===== src/rtl/hazard_ctrl_pkg.sv =====
// hazard_ctrl_pkg: shared pipeline definitions for hazard control.
// Provides the FSM state encoding and the bit positions of the load and
// reg_write flags in the 13-bit decode->execute flags vector, so callers
// extract ex_is_load / ex_reg_write consistently.
package hazard_ctrl_pkg;
  typedef enum logic [1:0] {
    RUN   = 2'd0,
    STALL = 2'd1,
    FLUSH = 2'd2
  } state_t;
  localparam int FLAGS_W        = 13;
  localparam int FLAG_LOAD      = 4;
  localparam int FLAG_REG_WRITE = 3;
endpackage


===== src/rtl/hazard_perf_counters.sv =====
// hazard_perf_counters: wrapping stall/flush cycle counters with sync clear.
// Ports: clk, rst_n (async active-low), clear (zeroes both, beats increment),
//        stall_inc/flush_inc (count this cycle), stall_count/flush_count.
module hazard_perf_counters
  import hazard_ctrl_pkg::*;
#(
  parameter int CNT_W = 32
) (
  input  logic             clk,
  input  logic             rst_n,
  input  logic             clear,
  input  logic             stall_inc,
  input  logic             flush_inc,
  output logic [CNT_W-1:0] stall_count,
  output logic [CNT_W-1:0] flush_count
);
  always_ff @(posedge clk or negedge rst_n) begin
    if (!rst_n) begin
      stall_count <= '0;
      flush_count <= '0;
    end else begin
      stall_count <= clear ? '0 : stall_count + CNT_W'(stall_inc);
      flush_count <= clear ? '0 : flush_count + CNT_W'(flush_inc);
    end
  end
endmodule


===== src/rtl/hazard_ctrl.sv =====
// hazard_ctrl: load-use stall / branch flush sequencing for IF/ID and ID/EX.
// Ports: clk, rst_n (async active-low); decode operands id_valid, id_rs1,
//        id_rs2, id_uses_rs1, id_uses_rs2; execute side ex_rd, ex_is_load,
//        ex_reg_write, ex_branch_taken; cnt_clear; controls pc_stall,
//        if_id_stall, if_id_flush, id_ex_ena; counters stall_count, flush_count.
module hazard_ctrl
  import hazard_ctrl_pkg::*;
#(
  parameter int LOAD_STALL_CYCLES = 1,
  parameter int FLUSH_CYCLES      = 1,
  parameter int CNT_W             = 32
) (
  input  logic             clk,
  input  logic             rst_n,
  input  logic             id_valid,
  input  logic [4:0]       id_rs1,
  input  logic [4:0]       id_rs2,
  input  logic             id_uses_rs1,
  input  logic             id_uses_rs2,
  input  logic [4:0]       ex_rd,
  input  logic             ex_is_load,
  input  logic             ex_reg_write,
  input  logic             ex_branch_taken,
  input  logic             cnt_clear,
  output logic             pc_stall,
  output logic             if_id_stall,
  output logic             if_id_flush,
  output logic             id_ex_ena,
  output logic [CNT_W-1:0] stall_count,
  output logic [CNT_W-1:0] flush_count
);
  localparam int MAXP = LOAD_STALL_CYCLES > FLUSH_CYCLES ? LOAD_STALL_CYCLES : FLUSH_CYCLES;
  localparam int CW   = $clog2(MAXP) + 1;
  state_t          state, nstate;
  logic   [CW-1:0] cnt, ncnt;
  logic            load_use;
  assign load_use = id_valid & ex_is_load & ex_reg_write & (ex_rd != 5'd0) &
                    ((id_uses_rs1 & (id_rs1 == ex_rd)) | (id_uses_rs2 & (id_rs2 == ex_rd)));
  always_ff @(posedge clk or negedge rst_n) begin
    if (!rst_n) begin
      state <= RUN;
      cnt   <= '0;
    end else begin
      state <= nstate;
      cnt   <= ncnt;
    end
  end
  // Branch wins from any state; a branch during FLUSH simply reloads the count.
  // STALL holds regardless of load_use since the bubble has already zeroed ex_rd.
  always_comb begin
    nstate      = state;
    ncnt        = cnt;
    pc_stall    = 1'b0;
    if_id_stall = 1'b0;
    if_id_flush = 1'b0;
    id_ex_ena   = 1'b1;
    if (ex_branch_taken) begin
      if_id_flush = 1'b1;
      id_ex_ena   = 1'b0;
      nstate      = FLUSH_CYCLES > 1 ? FLUSH : RUN;
      ncnt        = CW'(FLUSH_CYCLES - 1);
    end else if (state == FLUSH) begin
      if_id_flush = 1'b1;
      id_ex_ena   = 1'b0;
      ncnt        = cnt - CW'(1);
      nstate      = cnt == CW'(1) ? RUN : FLUSH;
    end else if (state == STALL || load_use) begin
      pc_stall    = 1'b1;
      if_id_stall = 1'b1;
      id_ex_ena   = 1'b0;
      nstate      = state == STALL ? (cnt == CW'(1) ? RUN : STALL)
                                   : (LOAD_STALL_CYCLES > 1 ? STALL : RUN);
      ncnt        = state == STALL ? cnt - CW'(1) : CW'(LOAD_STALL_CYCLES - 1);
    end
    if (!rst_n) begin
      pc_stall    = 1'b1;
      if_id_stall = 1'b0;
      if_id_flush = 1'b1;
      id_ex_ena   = 1'b0;
    end
  end
  hazard_perf_counters #(.CNT_W(CNT_W)) u_cnt (
    .clk        (clk),
    .rst_n      (rst_n),
    .clear      (cnt_clear),
    .stall_inc  (if_id_stall),
    .flush_inc  (if_id_flush),
    .stall_count(stall_count),
    .flush_count(flush_count)
  );
endmodule


===== config.mk =====
export PLATFORM = sky130hd
export DESIGN_NAME = hazard_ctrl
export DESIGN_NICKNAME = d
export VERILOG_FILES = /design/src/rtl/hazard_ctrl_pkg.sv /design/src/rtl/hazard_perf_counters.sv /design/src/rtl/hazard_ctrl.sv
export SDC_FILE = /design/constraint.sdc
export NUM_CORES = 1
export LEC_CHECK = 0
export ABC_AREA = 1
export ABC_CLOCK_PERIOD_IN_PS = 4050
export CAP_MARGIN = 10
export CORE_AREA = 10 10 146 81
export CTS_CLUSTER_DIAMETER = 60
export DETAILED_ROUTE_END_ITERATION = 10
export DIE_AREA = 0 0 156 91
export PLACE_DENSITY = 0.72
export SLEW_MARGIN = 10
export SYNTH_ARGS = -nofsm -noshare
export SYNTH_HDL_FRONTEND = slang
export SYNTH_SLANG_ARGS = --single-unit

===== constraint.sdc =====
create_clock -name clk -period 4.05 [get_ports clk]
set_clock_uncertainty 0.05 [all_clocks]
set_input_delay 0.405 -clock clk [delete_from_list [all_inputs] [get_ports clk]]
set_output_delay 0.405 -clock clk [all_outputs]
set_load 0.05 [all_outputs]

==> results of run 1 <==
## stage by stage
step / hold slack (ns) / total power [mW] / util, %
finish: 0.370 / 1.51 / 58.8
floorplan: 0.0594 / 0.736 / -
CTS: 0.399 / 1.53 / 58.8
detailed placement: 0.467 / 0.795 / 55.7
global placement: 0.454 / 0.794 / 55.7
global route: 0.459 / 1.57 / 58.8
## flip-flops by register name, indices dropped and copies added, names as in the netlist
| name | flops |
|---|---|
| cnt | 1 |
| state | 2 |
| u_cnt.flush_count | 32 |
| u_cnt.stall_count | 32 |
## power by group through the flow
stage | Combinational [mW] | Sequential [mW] | Clock (mW)
after detailed placement | 0.107 | 0.688 | 0
final | 0.106 | 0.677 | 0.731
after CTS | 0.107 | 0.677 | 0.748
after global placement | 0.106 | 0.688 | 0
after floorplan | 0.0381 | 0.698 | 0
after global routing | 0.118 | 0.677 | 0.777
## cells in the final DEF (no fill, tap or decap), types with 4 or more instances in the layout
cell	count
nor2_1	112
nor2_4	6
a21oi_1	21
a21o_1	4
o21ai_0	25
a31oi_1	6
xor2_1	17
nor3_2	13
nor3_1	8
nand4_1	12
dfrtp_1	67
inv_1	57
nand2_1	156
nand3_1	13
ha_1	4
nor2_2	9
nand2_2	14
clkbuf_16	9
inv_2	7
clkdlybuf4s50_1	90
## layout make-up
class / count / area [um^2]
timing repair buffer: 93 / 921
fill: 820 / 3800
clock buffer: 13 / 270
inverter: 65 / 245
tap: 121 / 151
clock inverter: 2 / 10.0
sequential: 67 / 1680
multi-input combinational: 432 / 2150
## cell families after synthesis
logic type,share of synthesized area (%)
compound gates,7.88
flops,40.9
xor+xnor,3.85
simple gates,39.5
fa+ha+maj,1.22
buf+inv,6.63
## worst max-delay path: stages
cell             delay [ns]
clkdlybuf4s50_1        0.49
inv_1                  0.08
nand2_1                0.10
nand2_1                0.05
nor2_1                 0.10
nand3_1                0.08
nand2_1                0.07
nand2_1                0.10
a21oi_1                0.26
clkdlybuf4s50_1        0.86
## path summary, 6_finish.rpt
| kind | end | depth (start not counted) |
|---|---|---|
| max | if_id_stall | 10 |
| min | cnt | 2 |
| max reg2reg | u_cnt.stall_count[19] | 13 |
| min reg2reg | cnt | 2 |
| max in group asynchronous | u_cnt.stall_count[29] | 2 |
| min in group clk | cnt | 2 |
## metal layers
| metal | vias to the layer above | global-route usage [%] | part of all wire, % | wire length (um) |
|---|---|---|---|---|
| li1 | 2006 | - | - | - |
| met1 | 1933 | 28.4 | 49 | 6430 |
| met2 | 207 | 23.6 | 38 | 5020 |
| met4 | 0 | 4.61 | 0.96 | 127 |
| met3 | 13 | 7.34 | 13 | 1670 |
| met5 | - | 0 | 0 | 0 |
==> metrics, run 1 <==
status completed; Tcrit/Tclk final between 70% and 80%; worst skew pair latency 0.33 ns; layout cell share with drive strength beyond 1 about 11%; clk root buf clkbuf_16; setup violators final 0; Die ar. approximately 14000 um^2; Clock Power Share 48.3%; Worst setup startpoint ex_rd[2]; Rel. slew slack 36.0%; DP HPWL between 10 and 15 mm; Worst setup EP type output pin; Reg power frac 44.7%; Layout Area Growth over Synthesis 32.4%; Antenna Nets Post-Route 0; Final #Nets 696; fmax about 330 MHz; post-place setup slack between 0.9 and 1 ns; antenna cell count 0; Critical Path AT ~2.6 ns; CP Launch Type input port; Tmin final between 3 and 4 ns; Vias between 4000 and 5000; Synthesis Warnings 0; CTS buffer count 9; starting density of the core 44.4%; worst r2r src state[1]; Hold Violations, Final 0; Die X ~160 um; Setup WS post-layout between 0.9 and 1 ns; Cells after DPL a little under 800; min-delay worst type input port to async pin; non-filler cells, final between 700 and 800; PortBufs 91; io pins between 90 and 100; synth cell count leaders 156 x nand2_1, 112 x nor2_1, 67 x dfrtp_1; syn_nets around 600; Cells after Synth around 570; syn_area_per_cell roughly 7.2 um^2; global-route wire length before repair 21.2 mm; setup repair bufs after CTS 0; area post-placement ~5100 um^2; Pint 1.17 mW; switching power roughly 340 uW; cell with the most instances after synthesis nand2_1; Comb pwr share 7.0%; Detailed Route Iter0 Violations a little over 500; R2R setup slack ~1.5 ns; Die Span Y 91 um; cell taking the most area after synthesis dfrtp_1; total track usage around a fifth; total iterations of the first detailed-routing run 5; post-cts sizing count 0; grt ovf 0; Max IR drop VDD between 200 and 250 uV; row count 25; Worst Path Max Fanout 4; Final Slew Violations 0; initial antenna violation count 0; Clock Path Buffers 2; TritonCTS clock tree built; worst slew pin tran between 0.9 and 1 ns; Post-synth EDFFs 0; total core area about 9200 um^2; RSZ-0062 raised after global routing no; cell area after synthesis slightly above 4000 um^2; Synth area leaders dfrtp_1 41%, nand2_1 14%, nor2_1 10%; cell area after layout approximately 5400 um^2; Clock H-tree levels 3; Clock Sinks 67; async set-or-reset flop fraction in the synthesized netlist 100%; static leakage about 2.3 nW; Placer Congestion 0.934; Net Sw Frac 22.7%; MaxCap Viol Count 0; vias in the first global route approximately 3900; count of different cell masters after synthesis 26; #FFs+latches synth 67; routed wire length 13.3 mm; Most used DFF post-synth dfrtp_1; Crit Path Class input port to output pin; Crit path required time roughly 3.6 ns; pwr dens 279 nW/um^2; CTS clk-pin slew, worst paths 0.05 ns; largest net degree at the start of global routing 68; Vias/cell between 5 and 6; top cell type's share of synthesized area between 40% and 50%; drt drc 0; sequential share of the synthesized area between 40% and 50%; TNS Setup 0 ns; wire per inst about 17 um; Hold Buf Count CTS 0
Power figures use the tool's default switching activity.
==> inputs of run 2 (changes only) <==
Settings changed: ABC_CLOCK_PERIOD_IN_PS 4050 to 2800, PLACE_DENSITY 0.72 to 0.74.
Clock period 4.05 ns to 2.8 ns, I/O delays scaled along.
==> metrics, run 2 (synthesis gave the netlist of run 1 again) <==
worst slew pin tran 0.897 ns (-0.0610 ns); setup violators final 0 (unchanged); GR Util met2 24.5% (+0.85 points); Critical Path AT 2.67 ns (+0.07 ns); grt ovf 0 (unchanged); cells on worst reg2reg path 11 (-2); drt drc 0 (unchanged); Clock H-tree levels 3 (unchanged); PortBufs 91 (unchanged); pwr dens 412 nW/um^2 (+47%); largest net degree at the start of global routing 41 (-40%); Detailed Route Iter0 Violations 420 (-17%); hold slack final -0.00111 ns (-0.371 ns); Hold Violations, Final 2 (+2); Final #Nets 701 (+0.72%); Vias 4172 (+0.31%); MaxCap Viol Count 0 (unchanged); Overall Power 2.27 mW (+50%); initial antenna violation count 0 (unchanged); Worst setup startpoint ex_rd[0]; Cells after DPL 783 (+0.64%); R2R setup slack 0.31 ns (-1.23 ns); total track usage 18.9% (+0.12 points); Antenna Nets Post-Route 0 (unchanged); Reg power frac 43.1% (-1.6 points); fin util 59.7% (+0.95 points); global-route wire length before repair 21.4 mm (+0.82%); Tcrit/Tclk final 89.3%; antenna cell count 0 (unchanged); Net Sw Frac 23.1% (+0.44 points); post-cts sizing count 0 (unchanged); TritonCTS clock tree built; status finished, violations left; reg2reg end u_cnt.flush_count[14]; Top Usage Layer GRT met1; layout cell share with drive strength beyond 1 12.5% (+1.5 points); RSZ-0062 raised after global routing no; Die X 156 um (unchanged); vias in the first global route 3886 (-1.3%); GR met1 Demand/Resource 27.9% (-0.45 points); worst r2r src state[0]; fillers 810 (-1.2%); top flop regs u_cnt.flush_count (32), u_cnt.stall_count (32), state (2); Final Slew Violations 0 (unchanged); Vias/cell 5.22 (-0.44%); total iterations of the first detailed-routing run 7 (+2); Placer Congestion 1.00 (+7.6%); Worst setup EP type flip-flop; total core area 9230 um^2 (unchanged); met3 usage 8.19% (+0.85 points); Clock Power Share 50.0% (+1.7 points); io pins 92 (unchanged); Hold Buf Count CTS 0 (unchanged); Worst setup endpoint u_cnt.stall_count[19]; Rel. slew slack 40.1% (+4.1 points); Comb pwr share 6.9% (about the same); Layout Area Growth over Synthesis 34.5%; Crit path required time 2.97 ns (-0.63 ns); non-filler cells, final 799 (+0.76%); most frequent cells in the layout 156 x nand2_1, 110 x nor2_1, 87 x clkdlybuf4s50_1; Pint 1.74 mW (+49%); DP HPWL 10.6 mm (+2.3%); failing checks negative hold slack; wire per inst 16.8 um (+0.76%); Crit Path Class input port to flip-flop; Die ar. 14200 um^2 (unchanged); CP Launch Type input port; worst skew pair latency 0.33 ns (about the same); area post-placement 5210 um^2 (+1.3%); Tmin final 2.50 ns; min-delay worst type input port to async pin; CTS clk-pin slew, worst paths 0.06 ns (about the same); clk root buf clkbuf_16; static leakage 2.33 nW (+1.5%); Worst Path Max Fanout 6 (+2); Clock Path Buffers 2 (unchanged); Clock Sinks 67 (unchanged); Max IR drop VDD 334 uV (+57%); cell area after layout 5510 um^2 (+1.6%); row count 25 (unchanged); CTS buffer count 9 (unchanged); setup repair bufs after CTS 0 (unchanged); commonest non-fill, non-tap cell in the layout nand2_1; routed wire length 13.5 mm (+1.5%); switching power 525 uW (+53%); fmax 400 MHz; starting density of the core 44.4% (unchanged); Die Span Y 91 um (unchanged)
## run 2: cell count changes in the layout (fill, tap and decap cells not counted), sizes merged
cell,change
clkinv,-1
bufinv,+1
clkdlybuf4s50,-3
clkinvlp,+2
buf,+8
clkbuf,-1
## run 2: final cells by class
type                    count  area [um^2]  share of cell area [%]
well taps                 121          151                    2.75
inverters                  65          245                    4.45
clock buffers              12          246                    4.47
clock inverters             4         50.0                   0.908
repair buffers             98          976                    17.7
flip-flops and latches     67         1680                    30.4
multi-input cells         432         2170                    39.3
## run 2: worst max-delay path: stages
cell,delay (ns)
clkdlybuf4s50_1,0.53
inv_1,0.08
nand2_1,0.06
nand2_1,0.05
nor2_1,0.10
nand3_1,0.08
nand2_1,0.07
nand2_1,0.12
a21oi_4,0.17
ha_1,0.18
nand2_2,0.14
nor2_2,0.17
nand2_1,0.12
inv_1,0.13
nand4_1,0.12
o21ai_0,0.19
a21oi_1,0.06
## run 2: worst min path at each step
stage	start	end	slack (ns)	cells past startpoint
floorplan	rst_n	cnt	-0.07	0
global placement	rst_n	u_cnt.stall_count[18]	0.36	2
detailed placement	rst_n	u_cnt.stall_count[18]	0.37	2
CTS	rst_n	u_cnt.stall_count[18]	0.01	2
global route	rst_n	u_cnt.stall_count[18]	0.05	2
finish	rst_n	u_cnt.stall_count[18]	-0.001	2
## run 2: metal layers
layer / part of all wire [%] / vias to the layer above
li1: - / 2014
met1: 48 / 1951
met2: 38 / 194
met3: 13 / 13
met4: 0.61 / 0
met5: 0 / -
## run 2: through the flow
stage	setup TNS (ns)	hold slack, ns	setup WS, ns
finish	0	-0.00111	0.299
global route	0	0.0531	0.0134
global placement	0	0.363	0.0364
CTS	0	0.0138	0.267
floorplan	0	-0.0656	0.0712
detailed placement	-0.135	0.368	-0.0721
## run 2: power groups by stage
stage	Combinational, mW	Sequential [mW]	Clock, mW
after floorplan	0.0555	1.01	0
after global placement	0.155	0.995	0
after detailed placement	0.157	0.995	0
after CTS	0.158	0.978	1.15
after global routing	0.174	0.978	1.20
final	0.156	0.978	1.14
